<file path="config.mk">
export PLATFORM = sky130hd
export DESIGN_NAME = risc_spm_mem_loader
export DESIGN_NICKNAME = d
export VERILOG_FILES = /design/src/rtl/risc_spm_pkg.sv /design/src/rtl/risc_spm_ram.sv /design/src/rtl/risc_spm_mem_loader.sv
export SDC_FILE = /design/constraint.sdc
export NUM_CORES = 2
export LEC_CHECK = 0
export ABC_AREA = 1
export CORE_UTILIZATION = 50
export CTS_BUF_LIST = sky130_fd_sc_hd__clkbuf_16
export DETAILED_ROUTE_END_ITERATION = 7
export DONT_BUFFER_PORTS = 1
export HOLD_SLACK_MARGIN = 0.03
export PLACE_DENSITY = 0.67
export SYNTH_ARGS = -nofsm -noshare
export SYNTH_HDL_FRONTEND = slang
export SYNTH_SLANG_ARGS = --single-unit
</file>
<file path="constraint.sdc">
create_clock -name clk -period 12.99 [get_ports clk]
set_clock_uncertainty 0.15 [all_clocks]
set_input_delay 1.9485 -clock clk [delete_from_list [all_inputs] [get_ports clk]]
set_output_delay 1.9485 -clock clk [all_outputs]
set_load 0.1 [all_outputs]
</file>
<file path="src/rtl/risc_spm_pkg.sv">
// Shared widths, word/address types and loader state encoding for the RISC_SPM
// memory unit.
package risc_spm_pkg;

    localparam int WORD_W = 8;
    localparam int ADDR_W = 8;
    localparam int CNT_W  = 16;

    typedef logic [WORD_W-1:0] word_t;
    typedef logic [ADDR_W-1:0] addr_t;

    typedef enum logic [1:0] {
        IDLE = 2'd0,
        LOAD = 2'd1,
        DONE = 2'd2
    } ld_state_e;

endpackage

</file>
<file path="src/rtl/risc_spm_ram.sv">
// Storage array for the RISC_SPM memory: one synchronous write port and one
// asynchronous read port (read-during-write returns the old word).
module risc_spm_ram #(
    parameter int WORD_W = 8,
    parameter int ADDR_W = 8
) (
    input  logic              clk,
    input  logic              i_we,
    input  logic [ADDR_W-1:0] i_waddr,
    input  logic [WORD_W-1:0] i_wdata,
    input  logic [ADDR_W-1:0] i_raddr,
    output logic [WORD_W-1:0] o_rdata
);

    logic [WORD_W-1:0] r_mem [2**ADDR_W];

    always_ff @(posedge clk) begin
        if (i_we) begin
            r_mem[i_waddr] <= i_wdata;
        end
    end

    assign o_rdata = r_mem[i_raddr];

endmodule

</file>
<file path="src/rtl/risc_spm_mem_loader.sv">
// RISC_SPM memory with a byte-stream program loader that holds the processor
// off while a load runs, plus a saturating count of processor writes.
module risc_spm_mem_loader
    import risc_spm_pkg::*;
#(
    parameter int WORD_W = risc_spm_pkg::WORD_W,
    parameter int ADDR_W = risc_spm_pkg::ADDR_W,
    parameter int CNT_W  = risc_spm_pkg::CNT_W
) (
    input  logic              clk,
    input  logic              rst,
    input  logic [ADDR_W-1:0] address,
    input  logic [WORD_W-1:0] data_in,
    input  logic              write,
    output logic [WORD_W-1:0] data_out,
    input  logic              ld_start,
    input  logic [ADDR_W-1:0] ld_base,
    input  logic [ADDR_W:0]   ld_len,
    input  logic              ld_valid,
    input  logic [WORD_W-1:0] ld_data,
    output logic              ld_ready,
    output logic              ld_done,
    output logic              cpu_hold,
    output logic [CNT_W-1:0]  wr_count
);

    ld_state_e         r_state;
    logic [ADDR_W-1:0] r_ptr;
    logic [ADDR_W:0]   r_remaining;
    logic              r_ldReady;
    logic              r_ldDone;
    logic              r_cpuHold;
    logic [CNT_W-1:0]  r_wrCount;

    logic              w_ldFire;
    logic              w_cpuFire;
    logic              w_we;
    logic [ADDR_W-1:0] w_waddr;
    logic [WORD_W-1:0] w_wdata;

    // Loader owns the write port in LOAD; cpu_hold already blocks the processor there.
    assign w_ldFire  = (r_state == LOAD) && ld_valid;
    assign w_cpuFire = write && !r_cpuHold;
    assign w_we      = w_ldFire || w_cpuFire;
    assign w_waddr   = w_ldFire ? r_ptr   : address;
    assign w_wdata   = w_ldFire ? ld_data : data_in;

    risc_spm_ram #(
        .WORD_W (WORD_W),
        .ADDR_W (ADDR_W)
    ) u_ram (
        .clk     (clk),
        .i_we    (w_we),
        .i_waddr (w_waddr),
        .i_wdata (w_wdata),
        .i_raddr (address),
        .o_rdata (data_out)
    );

    always_ff @(posedge clk) begin
        if (rst) begin
            r_state     <= IDLE;
            r_ptr       <= '0;
            r_remaining <= '0;
            r_ldReady   <= 1'b0;
            r_ldDone    <= 1'b0;
            r_cpuHold   <= 1'b0;
        end else begin
            case (r_state)
                IDLE: begin
                    if (ld_start) begin
                        r_cpuHold <= 1'b1;
                        if (ld_len != '0) begin
                            r_ptr       <= ld_base;
                            r_remaining <= ld_len;
                            r_ldReady   <= 1'b1;
                            r_state     <= LOAD;
                        end else begin
                            r_ldDone <= 1'b1;
                            r_state  <= DONE;
                        end
                    end
                end
                LOAD: begin
                    if (ld_valid) begin
                        r_ptr       <= r_ptr + 1'b1;
                        r_remaining <= r_remaining - 1'b1;
                        if (r_remaining == 1) begin
                            r_ldReady <= 1'b0;
                            r_ldDone  <= 1'b1;
                            r_state   <= DONE;
                        end
                    end
                end
                DONE: begin
                    r_ldDone  <= 1'b0;
                    r_cpuHold <= 1'b0;
                    r_state   <= IDLE;
                end
                default: begin
                    r_ldReady <= 1'b0;
                    r_ldDone  <= 1'b0;
                    r_cpuHold <= 1'b0;
                    r_state   <= IDLE;
                end
            endcase
        end
    end

    // Saturating count of processor writes that actually reached memory.
    always_ff @(posedge clk) begin
        if (rst) begin
            r_wrCount <= '0;
        end else if (w_cpuFire && (r_wrCount != '1)) begin
            r_wrCount <= r_wrCount + 1'b1;
        end
    end

    assign ld_ready = r_ldReady;
    assign ld_done  = r_ldDone;
    assign cpu_hold = r_cpuHold;
    assign wr_count = r_wrCount;

endmodule

</file>
# Word-level counts from Yosys, hierarchy flattened

Memories as Yosys holds them, arrays and structs flattened.
Index checks and enable logic that the tools add are counted.
W data, S select, Z words.

Add/subtract/negate cells: 3
Equality and inequality tests: 9
Muxes and demuxes: 29
Bitwise operators: 2
Reductions and logical operators: 13

Operators with widths:

| kind                    | number |
|---|---|
| $mux W8                 | 5 |
| $mux W9                 | 3 |
| $pmux W9 S2             | 1 |
| $add A16 B1 Y16 const B | 1 |
| $ne A16 B16 Y1 const B  | 1 |
| $pmux W8 S2             | 1 |
| $mux W1                 | 11 |
| $eq A9 B1 Y1 const B    | 1 |
| $reduce_bool A9 Y1      | 1 |
| $sub A9 B1 Y9 const B   | 1 |
| $add A8 B1 Y8 const B   | 1 |
| $mux W2                 | 4 |
| $ne A2 B2 Y1 const B    | 4 |
| $reduce_and A4 Y1       | 2 |
| $reduce_and A5 Y1       | 1 |
| $pmux W1 S2             | 2 |
| $pmux W2 S2             | 1 |
| $logic_and A1 B1 Y1     | 3 |
| $pmux W1 S3             | 1 |
| $reduce_and A3 Y1       | 1 |
| $eq A2 B1 Y1 const B    | 1 |
| $eq A2 B2 Y1 const B    | 1 |
| $logic_not A2 Y1        | 1 |
| $ne A2 B1 Y1 const B    | 1 |
| 5 further kinds         | 6 |

Flip-flop bits (word level): 38
RAM bits: 2,048
Bits of input ports: 46
Output and inout bits: 27
Word-level logic and storage cells: 64
Memories: 1

Memory list:

| name        | depth | bits a word | rd ports | clocked after memory_dff | write ports | RTL line           | source |
|---|---|---|---|---|---|---|---|
| u_ram.r_mem | 256   | 8           | 1        | 0                        | 1           | risc_spm_ram.sv:15 | `logic [WORD_W-1:0] r_mem [2**ADDR_W];` |

# Longest topological paths before layout

Depth in word-level cells: 5
Mapped depth: 15
Depth with buffers taken out: 13

# Hierarchy

From an unflattened synthesis, not the netlist that was laid out.

Cells, all modules: 7,404
Area total of the unflattened synthesis: 85,768.5 um2

Modules (own cells, without submodules):

| module              | instances | cells each | area an instance (um2) | seq. area each (um2) |
|---|---|---|---|---|
| risc_spm_ram        | 1         | 6,995      | 83,236.1               | 61,499.0 |
| risc_spm_mem_loader | 1         | 409        | 2,532.4                | 760.7 |

# Worst setup path after synthesis

OpenSTA, ideal clock, no wires.

Kind: in2reg
Start: in ld_valid
End: mem u_ram.r_mem[0][0] (data pin)
Setup time: 0.824 ns
Arrival: 5.513 ns
Required time: 12.016 ns
Path slack: 6.503 ns
Cell stages on the path: 6
Path buffers: 1
Cell sequence: inv_1 nor2_8 inv_2 buf_2 nand2_1 nand2_1

Longest elaborated chain between the ends: 2

Ends and longest elaborated chain:

| what                 | RTL line                  | source |
|---|---|---|
| start, declared      | risc_spm_mem_loader.sv:19 | `input logic ld_valid,` |
| $logic_and A1 B1 Y1  | risc_spm_mem_loader.sv:42 | `assign w_ldFire = (r_state == LOAD) && ld_valid;` |
| $mux W8              | risc_spm_mem_loader.sv:46 | `assign w_wdata = w_ldFire ? ld_data : data_in;` |
| via u_ram.i_wdata[0] | risc_spm_ram.sv:10        | `input logic [WORD_W-1:0] i_wdata,` |
| end, declared        | risc_spm_ram.sv:15        |  |

The timed path passes the listed nets, and every way through them passes these cells.

# Worst setup path in the final report

Start: in address[0]
End: out data_out[0]

Longest elaborated chain between the ends: 1

Ends and longest elaborated chain:

| what            | RTL line                  | source |
|---|---|---|
| start, declared | risc_spm_mem_loader.sv:12 | `input logic [ADDR_W-1:0] address,` |
| $mem_v2 Z256 W8 | --                        |  |
| end, declared   | risc_spm_mem_loader.sv:15 | `output logic [WORD_W-1:0] data_out,` |

Every way passes these cells.

==> metrics.md <==
| Metric | Value |
|---|---|
| Minimum clock period after layout | 9.95 ns |
| # port buffers | 0 |
| Setup CP Type | input pin to primary output |
| Final Non-Filler Cells | 9486 |
| Synth Cell Area | 85000 sq um |
| Antenna-violating nets left | 0 |
| Status | finished, violations left |
| RR Endpoint | u_ram.r_mem[104][4] |
| Row cnt | 150 |
| CTS H-tree depth | 4 |
| Syn avg cell area | 11.6 sq um |
| Post-CTS Setup Bufs | 0 |
| CP Data Required Time | 10.89 ns |
| Hold path startpoint | r_remaining[7] |
| Hold slack | 0.332 ns |
| F_max | 0.100 GHz |
| Cell count after placement | 9108 |
| Die width | 414 um |
| Hold WC Path Type | register to register |
| Die height | 414 um |
| Largest net degree at the start of global routing | 1027 |
| Max Cap Viol | 0 |
| Crit path capture | data_out[0] |
| Final Cycle Share | 0.766 |
| Hold Fails Final Rpt | 0 |
| Layout cells sized above 1 | 0.0520 |
| Type of element launching the critical path | input pin |
| CTS Sinks | 2086 |
| Initial antenna violation count | 5 |
| Most frequent cells in the layout | 2185 x nand2_1, 2048 x edfxtp_1, 2032 x nand3_1 |
| Slowest cell on the critical path | nand2_1 |
| Slew Limit Headroom | 0.121 |
| Setup ws final | 3.04 ns |
| Worst R2R Start | r_state[0] |
| Critical path fanouts, max | 239 |
| RSZ-0062 raised after global routing | false |
| Commonest non-fill, non-tap cell in the layout | nand2_1 |
| Initial DRT Pass Iterations | 8 |
| CTS tree | yes |
| Lkg Pwr | 32.0 nW |
| Netlist cell types | 36 |
| Nets | 7163 |
| CTS Buf Count | 203 |
| Max-slew violations | 0 |
| Gpl congestion | 0.838 |
| Vias in the first global route | 53583 |
| Setup violations, final | 0 |
| Cells after Synth | 7344 |
| CTS root buf | clkbuf_16 |
| Total wire length | 227000 um |
| All-Layer GR Usage | 0.259 |
| Synth warn | 0 |
| PostCTS Resize Cnt | 0 |
| Fillers | 13729 |
| Least-Margin Pin Slew | 1.32 ns |
| Detail Placement HPWL | 117000 um |
| Area after DPL | 86500 sq um |
| Overflow after GRT | 0 |
| Register bit total from synthesis | 2086 |
| Failing checks | design-rule violations |
| Worst path arrival time | 7.85 ns |
| Register area share after synthesis | 0.732 |
| Pwr/cell area | 151 nW/um^2 |
| Syn_nets | 7394 |
| Synth-to-layout area growth | 9.00% |
| Drt drc | 1 |
| Setup TNS | 0 ns |
| Critical Path Source | address[0] |
| IO Count | 73 |
| Slowest stage delay, CP | 0.81 ns |
| CTS max path bufs | 3 |
| Initial Utilization | 0.506 |
| Critical Path Most Common Cell | nand3_1 |
| FF-to-FF path depth | 11 |
| DP Worst Slack | 4.60 ns |
| CTS Hold Bufs | 0 |
| Die area | 172000 sq um |
| Peak supply drop | 152 uV |
| Clock slew at reported path FFs | 0.06 ns |
| Via-per-instance ratio | 5.95 |
| CP Capture Type | primary output |
| Final instance area | 92700 sq um |
| Crit path cell chain | buf_16, buf_16, buf_16, inv_8, buf_4, buf_12, nand2_1, nand3_1, nand3_1, nand3_1, nand3_1, nand3_1, nand3_1, nand2_1, nand2_1, nand2_1 |
| 1st-iter DRT viols | 7359 |
| Worst-skew pair later-pin latency | 0.84 ns |
| Core Area | 168000 sq um |
| Flop2flop setup slack | 7.71 ns |
| DR WL/cell | 23.9 um |
| Via count | 56456 |
| First-pass GRT wire length | 339000 um |
==> flip-flops by register name, indices dropped and copies added, names as in the netlist <==
signal       cells
r_state          2
ld_ready         1
u_ram.r_mem   2048
cpu_hold         1
r_ptr            8
r_remaining      9
ld_done          1
wr_count        16
==> per-stage QoR <==
step	total power, mW	utilization
after detailed placement	8.61	0.515
after global routing	14.4	0.552
after CTS	14.0	0.551
after floorplan	8.39	-
after global placement	8.59	0.515
final	14.0	0.552
==> power breakdown <==
part,leakage [nW],internal [mW],switching [mW],total [mW]
Combinational,10.1,0.204,0.774,0.978
Sequential,18.7,7.53,0.0301,7.56
Clock,3.20,2.96,2.51,5.47
==> cell families after synthesis <==
| logic type | synth area share |
|---|---|
| XOR/XNOR | 0.000618 |
| AO/OA/AOI/OAI | 0.00581 |
| flip-flops | 0.732 |
| AND/OR/NAND/NOR | 0.235 |
| buffers and inverters | 0.0260 |
| adder cells (fa/ha/maj) | 0.000589 |
==> worst min path at each step <==
stage                                end  slack [ns]  cells past startpoint
final                     r_remaining[7]        0.33                      2
after global routing      r_remaining[7]        0.38                      2
after CTS                 r_remaining[7]        0.33                      2
after detailed placement  r_remaining[7]        0.32                      2
after global placement    r_remaining[7]        0.31                      2
after floorplan           r_remaining[4]        0.31                      2
==> area by class of cell <==
type / instances / area (sq um) / area share
tap: 2204 / 2760 / 0.0297
clock buffer: 206 / 5150 / 0.0556
inverter: 76 / 318 / 0.00343
sequential: 2086 / 62300 / 0.672
antenna: 6 / 15.0 / 0.000162
multi-input combinational: 4688 / 20700 / 0.223
timing repair buffer: 58 / 616 / 0.00664
clock inverter: 162 / 923 / 0.00996
==> synth_stat cells, drive strengths merged <==
master / n / area (sq um)
o211ai: 1 / 7.51
nand3: 2035 / 10200
dfxtp: 38 / 761
o22ai: 1 / 6.26
o221ai: 1 / 8.76
a41oi: 1 / 8.76
nor2: 328 / 1320
nand4: 8 / 50.1
o21a: 1 / 7.51
a31oi: 7 / 43.8
or2: 1 / 6.26
xnor2: 2 / 17.5
a211oi: 3 / 22.5
xor2: 4 / 35.0
o21ai: 39 / 244
inv: 74 / 280
nand2: 2212 / 8340
buf: 116 / 507
ha: 4 / 50.1
nor4: 2 / 12.5
a21oi: 29 / 145
edfxtp: 2048 / 61500
clkbuf: 378 / 1420
nor3: 9 / 45.0
clkinv: 2 / 7.51
==> metal layers <==
metal	track usage	vias to the layer above	part of all wire
met5	0	-	0.00029
met4	0.105	4	0.037
met3	0.0525	443	0.097
met2	0.402	2783	0.46
met1	0.360	27683	0.40
li1	-	25543	-
==> critical path: cells and delay by family <==
kind | cells | cell delay (ns)
buf+inv | 6 | 3.38
simple gates | 10 | 1.95
No activity file was read; power rests on OpenSTA's default activity.
